`src/rtl/trap_sequencer_pkg.sv`:
```
// Shared definitions for the trap sequencer: CSR addresses, mstatus bit positions,
// interrupt cause codes and the sequencer state encoding.
`default_nettype none

package trap_sequencer_pkg;

  localparam logic [11:0] CSR_MSTATUS = 12'h300;
  localparam logic [11:0] CSR_MEPC    = 12'h341;
  localparam logic [11:0] CSR_MCAUSE  = 12'h342;
  localparam logic [11:0] CSR_MTVAL   = 12'h343;
  localparam logic [11:0] CSR_MTVEC   = 12'h305;

  localparam int MSTATUS_MIE    = 3;
  localparam int MSTATUS_MPIE   = 7;
  localparam int MSTATUS_MPP_LO = 11;
  localparam int MSTATUS_MPP_HI = 12;

  localparam logic [3:0] IRQ_CODE_MSI = 4'd3;
  localparam logic [3:0] IRQ_CODE_MTI = 4'd7;
  localparam logic [3:0] IRQ_CODE_MEI = 4'd11;

  typedef enum logic [2:0] {
    TS_IDLE       = 3'd0,
    TS_SAVE_EPC   = 3'd1,
    TS_SAVE_CAUSE = 3'd2,
    TS_SAVE_TVAL  = 3'd3,
    TS_UPD_STATUS = 3'd4,
    TS_MRET       = 3'd5,
    TS_REDIRECT   = 3'd6
  } ts_state_e;

endpackage

`default_nettype wire

```
`src/rtl/trap_sequencer_irq_prio_enc.sv`:
```
// Fixed-priority interrupt encoder: MEI > MSI > MTI over {MEIP,MTIP,MSIP} & {MEIE,MTIE,MSIE}.
`default_nettype none

module irq_prio_enc
  import trap_sequencer_pkg::*;
(
  input  logic [2:0] pend,
  input  logic [2:0] en,
  output logic       valid,
  output logic [3:0] code
);

  logic [2:0] active;

  always_comb begin
    active = pend & en;
    valid  = |active;
    code   = 4'd0;
    if (active[2])      code = IRQ_CODE_MEI;
    else if (active[0]) code = IRQ_CODE_MSI;
    else if (active[1]) code = IRQ_CODE_MTI;
  end

endmodule

`default_nettype wire

```
`src/rtl/trap_sequencer.sv`:
```
// Trap entry / MRET sequencer: detects at commit, flushes, writes the trap CSRs through the
// shared CSR write port (arbitrated against EX), then issues a one-cycle PC redirect.
`default_nettype none

module trap_sequencer
  import trap_sequencer_pkg::*;
#(
  parameter int XLEN        = 32,
  parameter bit VECTORED_EN = 1'b1
) (
  input  logic            clk,
  input  logic            rst_n,
  input  logic            commit_valid,
  input  logic [XLEN-1:0] commit_npc,
  input  logic            exc_valid,
  input  logic [XLEN-1:0] exc_pc,
  input  logic [3:0]      exc_code,
  input  logic [XLEN-1:0] exc_tval,
  input  logic            mret_valid,
  input  logic [2:0]      irq_pend,
  input  logic [2:0]      mie_en,
  input  logic [XLEN-1:0] mstatus_q,
  input  logic [XLEN-1:0] mtvec_q,
  input  logic [XLEN-1:0] mepc_q,
  input  logic            ex_csr_we,
  input  logic [11:0]     ex_csr_waddr,
  input  logic [XLEN-1:0] ex_csr_wdata,
  output logic            csr_we,
  output logic [11:0]     csr_waddr,
  output logic [XLEN-1:0] csr_wdata,
  output logic            flush,
  output logic            redirect_valid,
  output logic [XLEN-1:0] redirect_pc,
  output logic            trap_busy
);

  ts_state_e       state, state_next;
  logic [XLEN-1:0] epc_q, cause_q, tval_q;
  logic            is_irq_q;
  logic            is_mret_q;
  logic            irq_valid;
  logic [3:0]      irq_code;
  logic            take_exc, take_irq, take_mret;
  logic [XLEN-1:0] trap_base;
  logic [XLEN-1:0] status_trap, status_mret;

  irq_prio_enc u_irq_prio_enc (
    .pend  (irq_pend),
    .en    (mie_en),
    .valid (irq_valid),
    .code  (irq_code)
  );

  always_ff @(posedge clk) begin
    if (!rst_n) begin
      state     <= TS_IDLE;
      epc_q     <= '0;
      cause_q   <= '0;
      tval_q    <= '0;
      is_irq_q  <= 1'b0;
      is_mret_q <= 1'b0;
    end else begin
      state <= state_next;
      if (take_exc) begin
        epc_q     <= exc_pc;
        cause_q   <= {{(XLEN-4){1'b0}}, exc_code};
        tval_q    <= exc_tval;
        is_irq_q  <= 1'b0;
        is_mret_q <= 1'b0;
      end else if (take_irq) begin
        epc_q     <= commit_npc;
        cause_q   <= {1'b1, {(XLEN-5){1'b0}}, irq_code};
        tval_q    <= '0;
        is_irq_q  <= 1'b1;
        is_mret_q <= 1'b0;
      end else if (take_mret) begin
        is_irq_q  <= 1'b0;
        is_mret_q <= 1'b1;
      end
    end
  end

  always_comb begin
    trap_base   = mtvec_q & ~XLEN'(3);
    status_trap = mstatus_q;
    status_trap[MSTATUS_MPIE] = mstatus_q[MSTATUS_MIE];
    status_trap[MSTATUS_MIE]  = 1'b0;
    status_trap[MSTATUS_MPP_HI:MSTATUS_MPP_LO] = 2'b11;
    status_mret = mstatus_q;
    status_mret[MSTATUS_MIE]  = mstatus_q[MSTATUS_MPIE];
    status_mret[MSTATUS_MPIE] = 1'b1;
    status_mret[MSTATUS_MPP_HI:MSTATUS_MPP_LO] = 2'b11;
  end

  always_comb begin
    state_next     = state;
    take_exc       = 1'b0;
    take_irq       = 1'b0;
    take_mret      = 1'b0;
    csr_we         = 1'b0;
    csr_waddr      = '0;
    csr_wdata      = '0;
    flush          = 1'b1;
    redirect_valid = 1'b0;
    redirect_pc    = '0;
    trap_busy      = (state != TS_IDLE);

    unique case (state)
      TS_IDLE: begin
        if (exc_valid)                                            take_exc  = 1'b1;
        else if (mstatus_q[MSTATUS_MIE] && commit_valid && irq_valid) take_irq  = 1'b1;
        else if (mret_valid)                                      take_mret = 1'b1;

        if (take_exc || take_irq) begin
          state_next = TS_SAVE_EPC;
        end else if (take_mret) begin
          state_next = TS_MRET;
        end else begin
          // No trap: the EX stage owns the CSR port with zero added latency.
          flush     = 1'b0;
          csr_we    = ex_csr_we;
          csr_waddr = ex_csr_waddr;
          csr_wdata = ex_csr_wdata;
        end
      end
      TS_SAVE_EPC: begin
        csr_we = 1'b1; csr_waddr = CSR_MEPC;    csr_wdata = epc_q;
        state_next = TS_SAVE_CAUSE;
      end
      TS_SAVE_CAUSE: begin
        csr_we = 1'b1; csr_waddr = CSR_MCAUSE;  csr_wdata = cause_q;
        state_next = TS_SAVE_TVAL;
      end
      TS_SAVE_TVAL: begin
        csr_we = 1'b1; csr_waddr = CSR_MTVAL;   csr_wdata = tval_q;
        state_next = TS_UPD_STATUS;
      end
      TS_UPD_STATUS: begin
        csr_we = 1'b1; csr_waddr = CSR_MSTATUS; csr_wdata = status_trap;
        state_next = TS_REDIRECT;
      end
      TS_MRET: begin
        csr_we = 1'b1; csr_waddr = CSR_MSTATUS; csr_wdata = status_mret;
        state_next = TS_REDIRECT;
      end
      TS_REDIRECT: begin
        redirect_valid = 1'b1;
        if (is_mret_q)
          redirect_pc = mepc_q & ~XLEN'(3);
        else if (VECTORED_EN && mtvec_q[1:0] == 2'b01 && is_irq_q)
          redirect_pc = trap_base + (XLEN'(cause_q[3:0]) << 2);
        else
          redirect_pc = trap_base;
        state_next = TS_IDLE;
      end
      default: state_next = TS_IDLE;
    endcase

    // Reset forces every output quiet even while the EX stage is still driving.
    if (!rst_n) begin
      state_next     = TS_IDLE;
      take_exc       = 1'b0;
      take_irq       = 1'b0;
      take_mret      = 1'b0;
      csr_we         = 1'b0;
      csr_waddr      = '0;
      csr_wdata      = '0;
      flush          = 1'b0;
      redirect_valid = 1'b0;
      redirect_pc    = '0;
      trap_busy      = 1'b0;
    end
  end

endmodule

`default_nettype wire

```
`config.mk`:
```
export PLATFORM = sky130hd
export DESIGN_NAME = trap_sequencer
export DESIGN_NICKNAME = d
export VERILOG_FILES = /design/src/rtl/trap_sequencer_pkg.sv /design/src/rtl/trap_sequencer_irq_prio_enc.sv /design/src/rtl/trap_sequencer.sv
export SDC_FILE = /design/constraint.sdc
export NUM_CORES = 1
export LEC_CHECK = 0
export BUFFER_PORTS_ARGS = -buffer_cell sky130_fd_sc_hd__buf_2
export CORE_AREA = 2 2 127 129
export DETAILED_ROUTE_END_ITERATION = 10
export DIE_AREA = 0 0 129 131
export GPL_TIMING_DRIVEN = 0
export PLACE_DENSITY = 0.67
export RECOVER_POWER = 50
export SLEW_MARGIN = 40
export SYNTH_ARGS = -nofsm -noshare
export SYNTH_HDL_FRONTEND = slang
export SYNTH_SLANG_ARGS = --single-unit
```
`constraint.sdc`:
```
create_clock -name clk -period 10.9 [get_ports clk]
set_input_delay 2.725 -clock clk [delete_from_list [all_inputs] [get_ports clk]]
set_output_delay 2.725 -clock clk [all_outputs]
set_load 0.02 [all_outputs]
```
==> qor.yml, run 1 <==
clock_network:
  sinks_on_clock_net: 74
  numCtsBuffers: 9
  clock_tree.htree_level_count: 3
  post_cts_resized: 0
  clock_tree_from_tritoncts: "built"
  clk_path_buf_depth: 2
  cts_hold_buffers: 0
  clock_transition_at_path_regs_ns: 0.06
  worst_skew_pair.late_latency_ns: 0.34
  cts_root_buffer: "clkbuf_16"
  cts_setup_buffers: 0
yosys:
  synth-main-ff-cell: "dfxtp_1"
  synthesis.instances: 761
  asyncSetResetFlopFracSynth_pct: 0
  synth.yosys.seq_area_share_pct: 27.17
  synth.lib_cells_used.distinct: 55
  post_synth_instance_area_um2: 5453
  synth_top_cell_by_area: "dfxtp_1"
  post_synth.cell_area_avg_um2: 7.165
  synth.yosys.warnings: 0
  synth-edff-count: 0
  post_synthesis_register_bit_count: 74
  yosysTopAreaCellShare_pct: 27.17
  yosys-top-cells-area: "dfxtp_1 27%, nand2_1 9.4%, nand3_1 6.5%, o211a_1 6.4%, a21oi_1 6.0%"
worst_setup_path:
  critical-path-top-delay-family: "simple AND/OR/NAND/NOR gates"
  critical_path_buf_inv_count: 3
  worst-endpoint-arrival_ns: 5.71
  cpPeakStageDelay_ns: 1.25
  regToRegStartpoint: "state[2]"
  critical_path.cell_chain: "clkbuf_1 -> a222oi_1 -> o21bai_1 -> nor3_1 -> buf_6 -> a221oi_1 -> nor2_1 -> buf_2"
  crit_path_start_kind: "primary input"
  cp_slowest_cell: "nor3_1"
  critical_path_end_type: "primary output"
  path_class: "primary input to primary output"
  startpoint: "irq_pend[1]"
  critical_path_peak_fanout: 10
  worst_ep_required_time_ns: 8.18
final_layout:
  ff_latch_area_um2: 1481
  num-nets-final: 1354
  layout.cells.most_common: "buf_2"
  multiInputGateArea_um2: 3590
  layout-drive-gt1-share_pct: 32.30
  layout_common_cells: "328 x buf_2, 136 x nand2_1, 74 x dfxtp_1, 71 x nand3_1, 65 x a21oi_1"
  fillers: 1626
  area_delta_synth_final_pct: 41.35
  final_area_um2: 7707
drt:
  met2RoutedLength_um: 11990
  met3_length_um: 1943
  first_iter_violations: 399
  ant_nets: 0
  postRouteWirelength_um: 24260
  drc: 0
  post_drt_wl_per_cell_um: 18.32
  met1_length_um: 9630
  per_cell_via_count_in_the_routed_design: 5.404
  routed-via-count: 7155
  routed.top_layer: "met5"
  drt_first_pass_iters: 5
sta:
  skew_ns: 0.003148
  setup-tns-final_ns: 0
  grt_setup_unrepaired: "false"
  worst_slew_margin_rel_pct: -3.680
  tightestPinTransition_ns: 1.543
  final.period_utilization_pct: 77.42
  timing_hold_violations_final: 0
  drv_slew: 11
  layout_min_cycle_time_ns: 8.438
  max_freq_ghz: 0.1185
  setup_violations: 0
power_and_ir_drop:
  p_leak_uw: 0.003730
  pwr_density_cell_nw_per_um2: 158.9
  ir_drop_mv: 0.09993
run_status:
  violated_checks: "max-capacitance violations, max-slew violations"
  outcome: "finished, violations left"
global_route:
  global_route_congestion_overflow_total: 0
  via_count_of_the_first_global_routing_pass: 6786
  grtUsageTotal_pct: 27.49
  number_of_antenna_violations_at_the_first_check_in_global_routing: 9
  grt_first_pass_wirelength_um: 35690
  pin_count_of_the_biggest_net_entering_global_routing: 13
floorplanning:
  design.die.area_um2: 16900
  dieHeight_um: 131
  initial_utilization_pct: 34.96
  fp-row-count: 46
  die-width_um: 129
  floorplan.core_area_um2: 15600
  io-pin-count: 332
worst_hold_path:
  worstHoldPathType: "register to register"
  min_from: "epc_q[29]"
placement:
  dp_wirelength_um: 19410
  gp_congestion: 0.9098
  placed_area_um2: 7348
  portBuffers: 324
run:
  max-cap-violations: 1
-- final cells by class --
cell class                      count  area share, %
Antenna cell                        6         0.1948
Clock inverter                      5          1.623
Clock buffer                       11          3.149
Buffer                             77          4.367
Sequential cell                    74          19.22
Tap cell                          216          3.506
Timing Repair Buffer              324          20.97
Inverter                            8         0.3896
Multi-Input combinational cell    603          46.57
-- layer usage --
metal | GRT usage [%] | up-vias
met5 | 0 | -
met4 | 9.847 | 6
met3 | 6.270 | 43
met2 | 49.70 | 349
met1 | 31.89 | 3320
li1 | - | 3437
-- power by group --
part,internal [µW],total (µW),switching (µW)
sequential,318,345,26.9
combinational,182,508,327
clock,253,371,119
total,753,1220,472
-- stage by stage --
stage          util, %  power (µW)  setup slack (ns)  cells  hold WS, ns
2_1_floorplan        -       665.4             3.478    762       0.4553
3_3_place_gp     47.11       851.3             2.958   1302       0.4796
3_5_place_dp     47.11       857.1             2.965   1302       0.4863
4_1_cts          49.47        1227             2.958   1318       0.4997
5_1_grt          49.40        1297             2.253   1323       0.5108
6_report         49.41        1225             2.462   1324       0.4987
-- Yosys cell counts (24+ instances only) --
library cell,instances
dfxtp_1,74
nor2_1,44
nand3_1,71
a221oi_1,27
nand2_1,136
a22oi_1,33
xnor2_1,24
clkbuf_1,52
nor2b_1,35
o21ai_0,33
a21oi_1,65
o211a_1,35
-- worst reg2reg max path, stage by stage, from the launching register on --
cell and delay [ns]:
dfxtp_1 0.29, buf_2 0.19, or3_1 0.36, clkbuf_1 0.19
nor3_1 1.20, nor2b_1 0.17, nor3b_1 0.22
-- kinds of logic (layout without fill, tap and decap cells) --
family          after synthesis  after routing  share of synthesized area (%)
flops                        74             74                          27.17
fa+ha+maj                     5              5                          1.285
simple gates                339            339                          29.92
other cells                   1              8                        0.06877
compound gates              226            226                          29.58
buf+inv                      85            425                          6.792
xor+xnor                     26             26                          4.176
mux                           5              5                          1.010
-- sequential cells by signal (all words and copies together), names as in the netlist --
| name | cells |
|---|---|
| epc_q | 32 |
| tval_q | 32 |
| cause_q | 5 |
| state | 3 |
| is_irq_q | 1 |
| is_mret_q | 1 |
-- final timing paths --
kind | end | slack [ns] | depth (start not counted)
worst max-delay path | csr_wdata[13] | 2.46 | 8
worst min-delay path | epc_q[29] | 0.50 | 1
worst max register to register | state[0] | 8.15 | 6
worst min register to register | epc_q[29] | 0.50 | 1
Note: power is estimated with default switching activity, not from simulation.
==> run 2: changes to the inputs <==
--- a/config.mk
+++ b/config.mk
@@ -5,12 +5,13 @@
 export SDC_FILE = /design/constraint.sdc
 export NUM_CORES = 1
 export LEC_CHECK = 0
+export ABC_AREA = 1
 export BUFFER_PORTS_ARGS = -buffer_cell sky130_fd_sc_hd__buf_2
-export CORE_AREA = 2 2 127 129
+export CORE_AREA = 2 2 128 130
 export DETAILED_ROUTE_END_ITERATION = 10
-export DIE_AREA = 0 0 129 131
+export DIE_AREA = 0 0 130 132
 export GPL_TIMING_DRIVEN = 0
-export PLACE_DENSITY = 0.67
+export PLACE_DENSITY = 0.71
 export RECOVER_POWER = 50
 export SLEW_MARGIN = 40
 export SYNTH_ARGS = -nofsm -noshare
==> constraint.sdc (replaced) <==
create_clock -name clk -period 6.85 [get_ports clk]
set_input_delay 1.7125 -clock clk [delete_from_list [all_inputs] [get_ports clk]]
set_output_delay 1.7125 -clock clk [all_outputs]
set_load 0.02 [all_outputs]
==> run 2 against run 1 <==
  * Cell count increased by 15%
  * Core utilization increased by 0.25 points
  * Count of clock-buffer cells in the layout is the same
  * The flow now finishes without violations
  * Highest routed layer is now met4
  * Synthesized cell count is 27% higher
  * Sequential power up 55%
  * Largest cell class unchanged
==> qor.yml, run 2 <==
sta:
  timing_hold_violations_final: 0
  setup_violations: 0
  skew_ns: 0.002993
  setup-tns-final_ns: 0
  layout_min_cycle_time_ns: 5.517
  grt_setup_unrepaired: "false"
  worst_slew_margin_rel_pct: 48.52
  max_freq_ghz: 0.1813
  final.period_utilization_pct: 80.54
  drv_slew: 0
  finalWorstSetupSlack_ns: 1.333
  tightestPinTransition_ns: 0.7722
drt:
  post_drt_wl_per_cell_um: 15.81
  first_iter_violations: 418
  per_cell_via_count_in_the_routed_design: 4.925
  drt_first_pass_iters: 5
  routed-via-count: 7531
  postRouteWirelength_um: 24180
  drc: 0
  ant_nets: 0
run:
  max-cap-violations: 0
clock_network:
  numCtsBuffers: 9
  clock_transition_at_path_regs_ns: 0.05
  cts_root_buffer: "clkbuf_16"
  post_cts_resized: 0
  clk_path_buf_depth: 2
  cts_hold_buffers: 0
  cts_setup_buffers: 0
  worst_skew_pair.late_latency_ns: 0.33
  clock_tree.htree_level_count: 3
  clock_tree_from_tritoncts: "built"
  sinks_on_clock_net: 74
floorplanning:
  design.die.area_um2: 17160
  io-pin-count: 332
  floorplan.core_area_um2: 15710
  dieHeight_um: 132
  fp-row-count: 46
  die-width_um: 130
  initial_utilization_pct: 36.10
worst_setup_path:
  critical_path_peak_fanout: 4
  cpPeakStageDelay_ns: 0.39
  path_class: "primary input to primary output"
  critical_path_buf_inv_count: 4
  cp_slowest_cell: "fa_1"
  worst-endpoint-arrival_ns: 3.80
  critical-path-top-delay-family: "simple AND/OR/NAND/NOR gates"
  crit_path_start_kind: "primary input"
  critical_path_end_type: "primary output"
  worst_ep_required_time_ns: 5.14
  critical_path.cell_chain: "buf_2 -> ha_1 -> inv_1 -> fa_1 -> inv_1 -> a21oi_1 -> nor2_1 -> nand4_1 -> or2_2 -> a21oi_1 -> buf_2"
final_layout:
  final_cells: 1529
  postLayoutCoreUtil_pct: 49.67
  layout-drive-gt1-share_pct: 28.52
  layout.cells.most_common: "buf_2"
  layout_common_cells: "334 x buf_2, 276 x nand2_1, 142 x nor2_1, 98 x inv_1, 77 x a21oi_1"
  area_delta_synth_final_pct: 37.59
  num-nets-final: 1562
  reg_top3: "epc_q (32), tval_q (32), cause_q (5)"
yosys:
  asyncSetResetFlopFracSynth_pct: 0
  post_synth.cell_area_avg_um2: 5.859
  post_synthesis_register_bit_count: 74
  yosysTopAreaCellShare_pct: 26.12
  synth.lib_cells_used.distinct: 43
  synth.yosys.warnings: 0
  synth.yosys.seq_area_share_pct: 26.12
  synth-main-ff-cell: "dfxtp_1"
  yosys-top-cells-area: "dfxtp_1 26%, nand2_1 18%, nor2_1 9.3%, a21oi_1 6.6%, inv_1 6.4%"
  synthesis.instances: 968
  dominant_cell_by_count_in_the_synthesized_netlist: "nand2_1"
  post_synth_instance_area_um2: 5672
  synth_top_cell_by_area: "dfxtp_1"
  synth-edff-count: 0
  synth.top_cells.by_count: "275 x nand2_1, 141 x nor2_1, 97 x inv_1, 75 x a21oi_1, 74 x dfxtp_1"
global_route:
  pin_count_of_the_biggest_net_entering_global_routing: 12
  grt_first_pass_wirelength_um: 36490
  grtUsageTotal_pct: 27.34
  global_route_congestion_overflow_total: 0
  number_of_antenna_violations_at_the_first_check_in_global_routing: 8
  via_count_of_the_first_global_routing_pass: 6985
power_and_ir_drop:
  p_leak_uw: 0.004200
  pwr_density_cell_nw_per_um2: 218.4
  power_uw: 1704
  ir_drop_mv: 0.1370
worst_hold_path:
  worstHoldPathType: "register to register"
placement:
  dp_wirelength_um: 19610
  gp_congestion: 0.9139
  place_ws_ns: 1.338
  portBuffers: 325
  dpl.cell_count: 1510
run_status:
  outcome: "finished clean"
[run 2: cell count changes in the layout (fill, tap and decap cells not counted), moves of 22 or more]
cell      delta
nor2b_1     -35
clkbuf_1    -24
a221oi_1    -27
nand2_1    +140
o211a_1     -28
xnor2_1     -22
inv_1       +91
nor2_1      +98
[run 2: metal layers]
| metal | global-route usage [%] | up-vias | share of wire, % |
|---|---|---|---|
| li1 | - | 3831 | - |
| met1 | 32.98 | 3328 | 41 |
| met2 | 47.99 | 328 | 49 |
| met3 | 5.032 | 44 | 7.0 |
| met4 | 9.797 | 0 | 2.7 |
| met5 | 0 | - | 0 |
[run 2: cell type report]
type | instances | area [µm²]
Antenna cell | 5 | 12.51
Tap cell | 216 | 270.3
Buffer | 54 | 231.5
Sequential cell | 74 | 1481
Inverter | 103 | 386.6
Multi-Input combinational cell | 738 | 3537
Clock buffer | 11 | 242.7
Clock inverter | 3 | 17.52
Fill cell | 1721 | 7909
Timing Repair Buffer | 325 | 1624
[run 2: logic make-up after synthesis]
logic type	count (synthesis)	share of synthesized area [%]
AOI/OAI and AO/OA	220	23.58
buffers and inverters	157	11.34
adders and majority gates	5	1.235
and+or+nand+nor	507	37.04
DFF	74	26.12
other	1	0.06612
xor gates and xnor gates	4	0.6178
[run 2: worst paths after layout]
| check | slack (ns) | cells after the start | endpoint | startpoint |
|---|---|---|---|---|
| max reg2reg | 4.01 | 9 | epc_q[25] | state[2] |
| min | 0.45 | 2 | epc_q[9] | epc_q[9] |
| max | 1.33 | 11 | redirect_pc[26] | mtvec_q[2] |
| min reg2reg | 0.45 | 2 | epc_q[9] | epc_q[9] |
[run 2: metrics by stage]
step / hold WS (ns) / area (µm²)
2_1_floorplan: 0.4254 / 5675
3_3_place_gp: 0.4362 / 7572
3_5_place_dp: 0.4442 / 7572
4_1_cts: 0.4529 / 7833
5_1_grt: 0.4682 / 7804
6_report: 0.4517 / 7804
[run 2: worst reg2reg max path: stages, from the launching register on]
cell and delay (ns):
dfxtp_1 0.50, nor2_4 0.10, nand2_4 0.10, nor2_8 0.06, nand2_4 0.16, nand2_1 0.23, inv_1 0.29, clkbuf_1 0.45
clkbuf_1 0.65, a21oi_1 0.16
[run 2: report_power, final]
group          switching (µW)  leakage, µW  internal [µW]
Combinational             488      0.00347            253
Clock                     178     0.000127            250
Sequential               36.8     0.000606            499
Total                     703      0.00420           1000
